<file path="config.mk">
export PLATFORM = sky130hd
export DESIGN_NAME = queue_ctrl
export DESIGN_NICKNAME = d
export VERILOG_FILES = /design/src/rtl/queue_ctrl.sv
export SDC_FILE = /design/constraint.sdc
export NUM_CORES = 1
export LEC_CHECK = 0
export ABC_AREA = 1
export CAP_MARGIN = 0
export CELL_PAD_IN_SITES_DETAIL_PLACEMENT = 1
export CELL_PAD_IN_SITES_GLOBAL_PLACEMENT = 2
export CORE_MARGIN = 1.5
export CORE_UTILIZATION = 26
export DETAILED_ROUTE_END_ITERATION = 12
export GPL_TIMING_DRIVEN = 0
export PLACE_DENSITY_LB_ADDON = 0.1
export SLEW_MARGIN = 10
export SYNTH_ARGS = -nofsm -noshare
export SYNTH_HDL_FRONTEND = slang
export SYNTH_SLANG_ARGS = --single-unit
</file>
<file path="constraint.sdc">
create_clock -name clock_10KHZ -period 2.7 [get_ports clock_10KHZ]
set_clock_uncertainty 0.15 [all_clocks]
set_input_delay 0.27 -clock clock_10KHZ [delete_from_list [all_inputs] [get_ports clock_10KHZ]]
set_output_delay 0.27 -clock clock_10KHZ [all_outputs]
set_load 0.1 [all_outputs]
</file>
<file path="src/rtl/queue_ctrl.sv">
// queue_ctrl: moves deserializer words into the queue and schedules dequeues,
// sharing the queue's enqueue/dequeue port pair with enqueue priority.
module queue_ctrl #(
  parameter int unsigned DATA_W = 8,
  parameter int unsigned DEPTH  = 8,
  parameter int unsigned LEN_W  = 4,
  parameter int unsigned THRESH = 6
) (
  input  logic              clock_10KHZ,
  input  logic              reset,
  input  logic              data_ready_in,
  input  logic [DATA_W-1:0] data_in,
  output logic              ack_out,
  output logic              enqueue_out,
  output logic [DATA_W-1:0] data_out,
  input  logic [LEN_W-1:0]  len_in,
  input  logic              drain_in,
  output logic              dequeue_out,
  output logic              stall_out
);

  localparam logic [LEN_W-1:0] DEPTH_L  = LEN_W'(DEPTH);
  localparam logic [LEN_W-1:0] THRESH_L = LEN_W'(THRESH);

  typedef enum logic [1:0] {IDLE, ENQ, ACK} ing_state_t;
  typedef enum logic [1:0] {E_IDLE, E_DEQ, E_WAIT} egr_state_t;

  ing_state_t        ing_state, ing_next;
  egr_state_t        egr_state, egr_next;
  logic              sync_q, rdy_s;
  logic              full, can_enq, can_deq;
  logic [DATA_W-1:0] data_nxt;
  logic              stall_nxt;

  // Two-flop synchroniser for the deserializer's data_ready.
  always_ff @(posedge clock_10KHZ or negedge reset) begin
    if (!reset) begin
      sync_q <= 1'b0;
      rdy_s  <= 1'b0;
    end else begin
      sync_q <= data_ready_in;
      rdy_s  <= sync_q;
    end
  end

  // Next-state and next-output logic for both FSMs; enqueue wins the port.
  always_comb begin
    ing_next  = ing_state;
    egr_next  = egr_state;
    data_nxt  = data_out;
    full      = (len_in >= DEPTH_L);
    can_enq   = rdy_s && !full && (egr_state != E_DEQ);
    stall_nxt = (ing_state == IDLE) && rdy_s && full;

    unique case (ing_state)
      IDLE: if (can_enq) begin
        ing_next = ENQ;
        data_nxt = data_in;
      end
      ENQ:     ing_next = ACK;
      ACK:     if (!rdy_s) ing_next = IDLE;
      default: ing_next = IDLE;
    endcase

    // len_in has already settled in E_WAIT, so it can launch the next dequeue.
    can_deq = (len_in != '0) && (drain_in || (len_in >= THRESH_L)) &&
              (ing_next != ENQ) && (ing_state != ENQ);

    unique case (egr_state)
      E_IDLE:  egr_next = can_deq ? E_DEQ : E_IDLE;
      E_DEQ:   egr_next = E_WAIT;
      E_WAIT:  egr_next = can_deq ? E_DEQ : E_IDLE;
      default: egr_next = E_IDLE;
    endcase
  end

  // State and registered outputs.
  always_ff @(posedge clock_10KHZ or negedge reset) begin
    if (!reset) begin
      ing_state   <= IDLE;
      egr_state   <= E_IDLE;
      ack_out     <= 1'b0;
      enqueue_out <= 1'b0;
      dequeue_out <= 1'b0;
      stall_out   <= 1'b0;
      data_out    <= '0;
    end else begin
      ing_state   <= ing_next;
      egr_state   <= egr_next;
      ack_out     <= (ing_next == ACK);
      enqueue_out <= (ing_next == ENQ);
      dequeue_out <= (egr_next == E_DEQ);
      stall_out   <= stall_nxt;
      data_out    <= data_nxt;
    end
  end

endmodule

</file>
# Word level (Yosys, flattened, before mapping)
# Index checks and enable logic that the tools add are counted.
[op_classes]
mux = 5
reduce_logical = 14
magnitude_cmp = 2
eq_ne = 10
[op_table]
columns = ["op", "n"]
rows = [
  ["2-bit by 1-bit equality test with 1-bit output (second input constant)", 4],
  ["1-bit logical AND", 7],
  ["2-bit equality test (second input constant)", 3],
  ["2-bit by 1-bit != test with 1-bit output (second input constant)", 3],
  ["2-bit case mux with 3 select lines", 1],
  ["4-bit by 3-bit >= comparator with 1-bit output (second input constant)", 1],
  ["4-bit >= comparator (second input constant)", 1],
  ["2-bit logical NOT", 2],
  ["2-bit two-way mux", 2],
  ["2-bit case mux with 2 select lines", 1],
  ["4-bit nonzero test", 1],
  ["2-bit AND reduction", 1],
  ["2-bit OR reduction", 1],
  ["1-bit logical NOT", 1],
  ["1-bit logical OR", 1],
  ["1-bit two-way mux", 1],
]
[word_totals]
word_cells = 40
output_inout_bits = 12
register_bits = 18
inputBits = 16

# Longest topological paths before layout
[logic_depth]
ltp_word = 12
mapped_depth = 6
ltp_nobuf = 5

# Least setup slack after synthesis
# No wires, ideal clock.
[synth_path]
path_type = "reg2out"
startpoint = "register data_out[5]"
endpoint = "output data_out[5]"
stages_incl_launch_ff = 1
slack_ns = 1.369
n_path_buf = 0
t_arrival_ns = 0.911
t_required_ns = 2.280
cell_sequence = "dfrtp_1"
[synth_lines]
columns = ["element", "line_no", "text"]
rows = [
  ["start: declaration", "15", "output logic [DATA_W-1:0] data_out,"],
  ["start signal: assignment", "94", "data_out <= data_nxt;"],
]
# No word-level cell between the ends.

# Worst setup path after layout
[layout_path]
startpoint = "register data_out[5]"
endpoint = "output data_out[5]"
# No word-level cell between the ends.

==> impl_results.md <==
* Status: completed
* Post-route ant nets at 0
* Global router's overall resource usage at 0.1349
* Worst hold slack at 206.2 ps
* Synthesized flop and latch total at 18
* Syn_area_per_cell at 10.08 sq um
* Share of layout cells above drive strength 1 at 0.1089
* TritonCTS buffer count at 3
* Layout area overhead at 48.76%
* Slew @ Worst Pin at 968.0 ps
* DIE WIDTH at 55.10 microns
* Pre-CTS worst setup slack at between 700 and 800 ps
* Simple-Gate Fraction of Synth Area at 0.2943
* Setup-failing EPs final at 0
* Share of the synthesized area in the top cell type at 0.6383
* CP Capture Type: output pin
* Setup TNS at 0 ps
* First-pass GRT wire length at 2780 microns
* Worst setup margin at 486.2 ps
* Top cells by area, synth: dfrtp_1 (64%), nand2_1 (12%), nand4_1 (7.1%)
* Final Cycle Share at 0.8199
* Xor/xnor share of the synthesized area at 0
* Worst-path clk slew at 100 ps
* H-tree depth at 1
* Hold Buf Count CTS at 0
* Placer Congestion at 0.6688
* Nets@finish at around 120
* Core area at 0.002522 sq mm
* # rows at 18
* Post_cts resized at 0
* Cell area after synthesis at about 700 sq um
* Drt wl/cell at roughly 13 microns
* Adder-Cell Fraction of Synth Area at 0
* Initial DRT Pass Iterations at 2
* Pins Over Slew Limit at 0
* CP cell instances: clkdlybuf4s50_1
* Main combinational cell family by area after synthesis: simple AND/OR/NAND/NOR gates
* Starting Density at 0.2798
* Iter 0 DRT Violations at 4
* Synth cell types at 11
* WP data required at 2280 ps
* CP startpoint kind: register
* Die area at 0.003035 sq mm
* Congestion Overflow GR at 0
* IO buf count at 27
* Root Driver: clkbuf_4
* Worst Hold Path Cells at 0
* Hold Path Class: register to register
* Worst slew margin at 0.3527
* Detailed placement HPWL at between 1000 and 1500 microns
* # IOs at 28
* Fin crit period at roughly 2200 ps
* Chip height at roughly 55 microns
* WL final at 1695 microns
* Largest net degree at the start of global routing at 19
* CP Class: register to output pin
* Number of global-route vias before repair at 607
* Clk_lat worst skew at 290 ps
* Synthesis Warnings at 0
* Most frequent cells in the layout: clkdlybuf4s50_1 (27), nand2_1 (23), dfrtp_1 (18)
* CP max stage delay at roughly 1100 ps
* # DRC at 0
* Largest area contributor in the netlist: dfrtp_1
* Max Freq at 451.7 MHz
* Max cap viols at 0
* CP Buf/Inv Count at 1
* CTS sink count at 18
* Syn Inst Count at 70
* WP depth at 1
* Vias at 589
* Maximum root-to-sink buffer count at 2
* TritonCTS clock tree: done
* Syn_nets at 86
* Most common cell after layout, fill and taps aside: clkdlybuf4s50_1
* Seq/Total Area, Yosys at 0.6383
* Compound-Gate Fraction of Synth Area at 0.01418
* Cells on worst reg2reg path at 5
* Mux cell area share after synthesis at 0
* Setup Buffers After CTS at 0
* Fin. Hold Viols at 0
* RSZ-0062 raised after global routing: no
* Crit path arrival time at about 1800 ps
* Drt via density at roughly 4.5
* Antenna violations before repair at 0
* Critical Path Fanout Max at 2
* Cell family with most CP delay: buffers and inverters
* Antenna cells at 0
* Max stage delay cell, worst path: clkdlybuf4s50_1
## metal layers
metal | up-vias | routed length (microns) | track usage
met3 | 2 | 97 | 0.05645
met4 | 0 | 17 | 0.04878
met1 | 286 | 757 | 0.1599
met2 | 16 | 823 | 0.2183
met5 | - | 0 | 0
li1 | 285 | - | -
## cell usage after synthesis, drive strengths merged
library cell,count
nor2,7
inv,7
nand2,25
dfrtp,18
and3,1
buf,1
a21oi,2
nand3,1
nand4,8
## per-stage QoR
stage,instances,util,instance area [sq um]
4_1_cts,131,0.4162,1050
3_5_place_dp,127,0.4018,1013
6_report,131,0.4162,1050
2_1_floorplan,70,-,705.7
3_3_place_gp,127,0.4018,1013
5_1_grt,131,0.4162,1050
## sequential cells by signal (all words and copies together), names as in the netlist
register	count
data_out	8
egr_state	2
ing_state	2
sync_q	1
stall_out	1
enqueue_out	1
dequeue_out	1
ack_out	1
rdy_s	1
## area by class of cell
cell class,count,area (sq um)
fillers,301,1473
flip-flops and latches,18,450.4
repair buffers,27,270.3
multi-input cells,44,217.7
well taps,30,37.54
clock buffers,4,36.28
inverters,7,26.28
plain buffers,1,11.26
## path summary, 6_finish.rpt
path                                   start      endpoint  slack (ps)
worst max-delay path             data_out[5]   data_out[5]         490
worst min-delay path                  sync_q         rdy_s         210
worst max register to register  ing_state[0]   data_out[2]        1320
worst min register to register        sync_q         rdy_s         210
max in group asynchronous              reset  ing_state[1]        1620
min in group asynchronous              reset   enqueue_out         280
## logic make-up after synthesis
group / Yosys count
compound gates: 2
simple gates: 42
buf+inv: 8
flops: 18
Power is left out: the tool's default activity adds up to more than one toggle a clock period on the data nets, which glitch-free logic cannot reach.
==> edit: new RTL, config.mk and constraints unchanged <==
The 3 states of `ing_state_t` get a one-hot encoding in 3 bits.
--- a/src/rtl/queue_ctrl.sv
+++ b/src/rtl/queue_ctrl.sv
@@ -22,7 +22,7 @@
   localparam logic [LEN_W-1:0] DEPTH_L  = LEN_W'(DEPTH);
   localparam logic [LEN_W-1:0] THRESH_L = LEN_W'(THRESH);
 
-  typedef enum logic [1:0] {IDLE, ENQ, ACK} ing_state_t;
+  typedef enum logic [2:0] {IDLE = 3'b001, ENQ = 3'b010, ACK = 3'b100} ing_state_t;
   typedef enum logic [1:0] {E_IDLE, E_DEQ, E_WAIT} egr_state_t;
 
   ing_state_t        ing_state, ing_next;
Behaviour: no difference found for any inputs over 10 cycles, from zero or initial values and one cycle with reset low; not proved beyond that.
==> edit against the unedited design <==
Utilization shrank 2.0 points; setup slack lost 0.010 ns; synthesized cell count grew 13%; die area grew 6.9%; routed wire length shrank 7.2%; cell area grew 4.1%; count of clock-buffer cells in the layout is the same; sequential cell count grew 1; area after synthesis grew 7.3%.
==> edit: results (changes against the unedited design) <==
.. list-table::
   :header-rows: 1

   * - Metric
     - Value
   * - Result of the run
     - finished, final reports clean
   * - Count of placed standard cells including taps
     - 137 (+7.9%)
   * - Via count of the first global-routing pass
     - 644 (+6.1%)
   * - Final GP Congestion
     - 0.7152 (+6.9%)
   * - Critical path's slowest cell
     - sky130_fd_sc_hd__clkdlybuf4s50_1
   * - Vias per std cell
     - 4.411 (-1.9%)
   * - Post-place setup slack
     - 0.8116 ns (+0.01403 ns)
   * - Pin count of the biggest net entering global routing
     - 20 (+1)
   * - Maximum single-stage delay on the critical path
     - 1.13 ns (about the same)
   * - Number of I/O port buffers
     - 27 (unchanged)
   * - Internal power of the cells
     - about 0.00064 W
   * - Wire length of the first global-routing pass
     - 2.822 mm (+1.5%)
   * - Number of cell instances on the worst register-to-register path
     - 7 (+2)
   * - Via count
     - 622 (+5.6%)
   * - Cells taking the most area after synthesis
     - sky130_fd_sc_hd__dfrtp_1, sky130_fd_sc_hd__nand2_1, sky130_fd_sc_hd__dfstp_2, sky130_fd_sc_hd__nor2_1, sky130_fd_sc_hd__nor2_4
   * - Top flop regs
     - data_out: 8 flops, ing_state: 3 flops, egr_state: 2 flops
   * - Maximum resistive drop on vdd
     - about 0.00078 V
   * - Min-delay worst type
     - reg2reg
   * - Rel. slew slack
     - 34.82% (-0.44 points)
   * - Fraction of final layout cells sized beyond drive strength 1
     - 12.73% (+1.8 points)
   * - Setup slack of the most critical reg-to-reg path
     - 1.30 ns (-0.02 ns)
   * - Yosys warnings
     - 0 (unchanged)
   * - Post-detail-place hpwl
     - 1.164 mm (-4.1%)
   * - Commonest cells post-synth
     - sky130_fd_sc_hd__nand2_1, sky130_fd_sc_hd__dfrtp_1, sky130_fd_sc_hd__nor2_1
   * - Source of the worst register-to-register timing path
     - ing_state[0]$_DFF_PN1_
   * - EDFF count, synth
     - 0 (unchanged)
   * - Area share of fa/ha/maj cells after synthesis
     - 0% (unchanged)
   * - Launch point of the worst hold path
     - sync_q$_DFF_PN0_
   * - Compound-gate portion of the synthesized area
     - 2.645% (+1.2 points)
   * - Sequential area share after synthesis
     - 62.98% (-0.85 points)
   * - Max reg flops
     - 8 (unchanged)
   * - Clock Root Buffer
     - sky130_fd_sc_hd__clkbuf_4
   * - Post-detailed-route wirelength per cell
     - 11.16 microns (-14%)
   * - Global route total overflow
     - 0 (unchanged)
   * - Total Routing Usage GR
     - 11.63% (-1.9 points)
   * - Number of distinct library cells after synthesis
     - 16 (+5)
   * - Number of levels the H-tree was split into
     - 1 (unchanged)
   * - Post-synthesis instance total
     - 79 (+13%)
   * - Number of diodes
     - 0 (unchanged)
   * - Net count of the mapped netlist
     - 95 (+10%)
   * - Final net count
     - 127 (+7.6%)
   * - Fin crit period
     - 2.224 ns (+0.01020 ns)
   * - Critical register-to-register path endpoint
     - data_out[0]$_DFFE_PN0P_
   * - Iteration-0 DRC Markers
     - 16 (+12)
[edit: cell count changes after synthesis, moves of 2 or more]
cell | unedited run | this run
sky130_fd_sc_hd__nand2_1 | 23 | 30
sky130_fd_sc_hd__nand4_1 | 8 | 1
sky130_fd_sc_hd__nand3_1 | 0 | 4
sky130_fd_sc_hd__inv_1 | 7 | 4
sky130_fd_sc_hd__inv_2 | 0 | 2
sky130_fd_sc_hd__nor2_1 | 5 | 7
sky130_fd_sc_hd__o21ai_0 | 0 | 2
[edit: logic make-up (layout without fill, tap and decap cells)]
group | count (synthesis) | after routing
buf+inv | 7 | 38
compound gates | 4 | 4
simple gates | 49 | 49
flops | 19 | 19
[edit: worst min-delay path by stage]
stage | endpoint | slack (ns)
after CTS | sync_q$_DFF_PN0_ | 0.22
after global placement | rdy_s$_DFF_PN0_ | 0.19
after floorplan | ack_out$_DFF_PN0_ | -0.18
final | rdy_s$_DFF_PN0_ | 0.21
after detailed placement | rdy_s$_DFF_PN0_ | 0.19
after global routing | rdy_s$_DFF_PN0_ | 0.23
[edit: routing by layer]
metal	up-vias	GRT usage, %	wire (microns)
met1	291	14.14	698
met3	5	2.041	80
met4	0	8.970	58
met2	18	18.23	735
li1	308	-	-
met5	-	0	0
[edit: power by group through the flow]
stage / Sequential (W) / Clock, W / Combinational [W]
after floorplan: 0.000942 / 0 / 0.000164
after global placement: 0.000438 / 0 / 0.000879
after detailed placement: 0.000440 / 0 / 0.000884
after CTS: 0.000435 / 0.000162 / 0.000885
after global routing: 0.000449 / 0.000172 / 0.000926
final: 0.000434 / 0.000147 / 0.000875
[edit: through the flow]
step	util [%]	cell area, sq um
after floorplan	-	757.0
after global placement	38.66	1066
after detailed placement	38.66	1066
after CTS	39.61	1092
after global routing	39.61	1092
final	39.61	1092
[edit: cell type report]
| type | count | area (sq um) |
|---|---|---|
| clock buffer | 4 | 26.28 |
| fill | 330 | 1665 |
| inverter | 6 | 22.52 |
| timing repair buffer | 27 | 270.3 |
| sequential | 19 | 476.7 |
| multi-input combinational | 53 | 246.5 |
| tap | 31 | 38.79 |
| buffer | 1 | 11.26 |
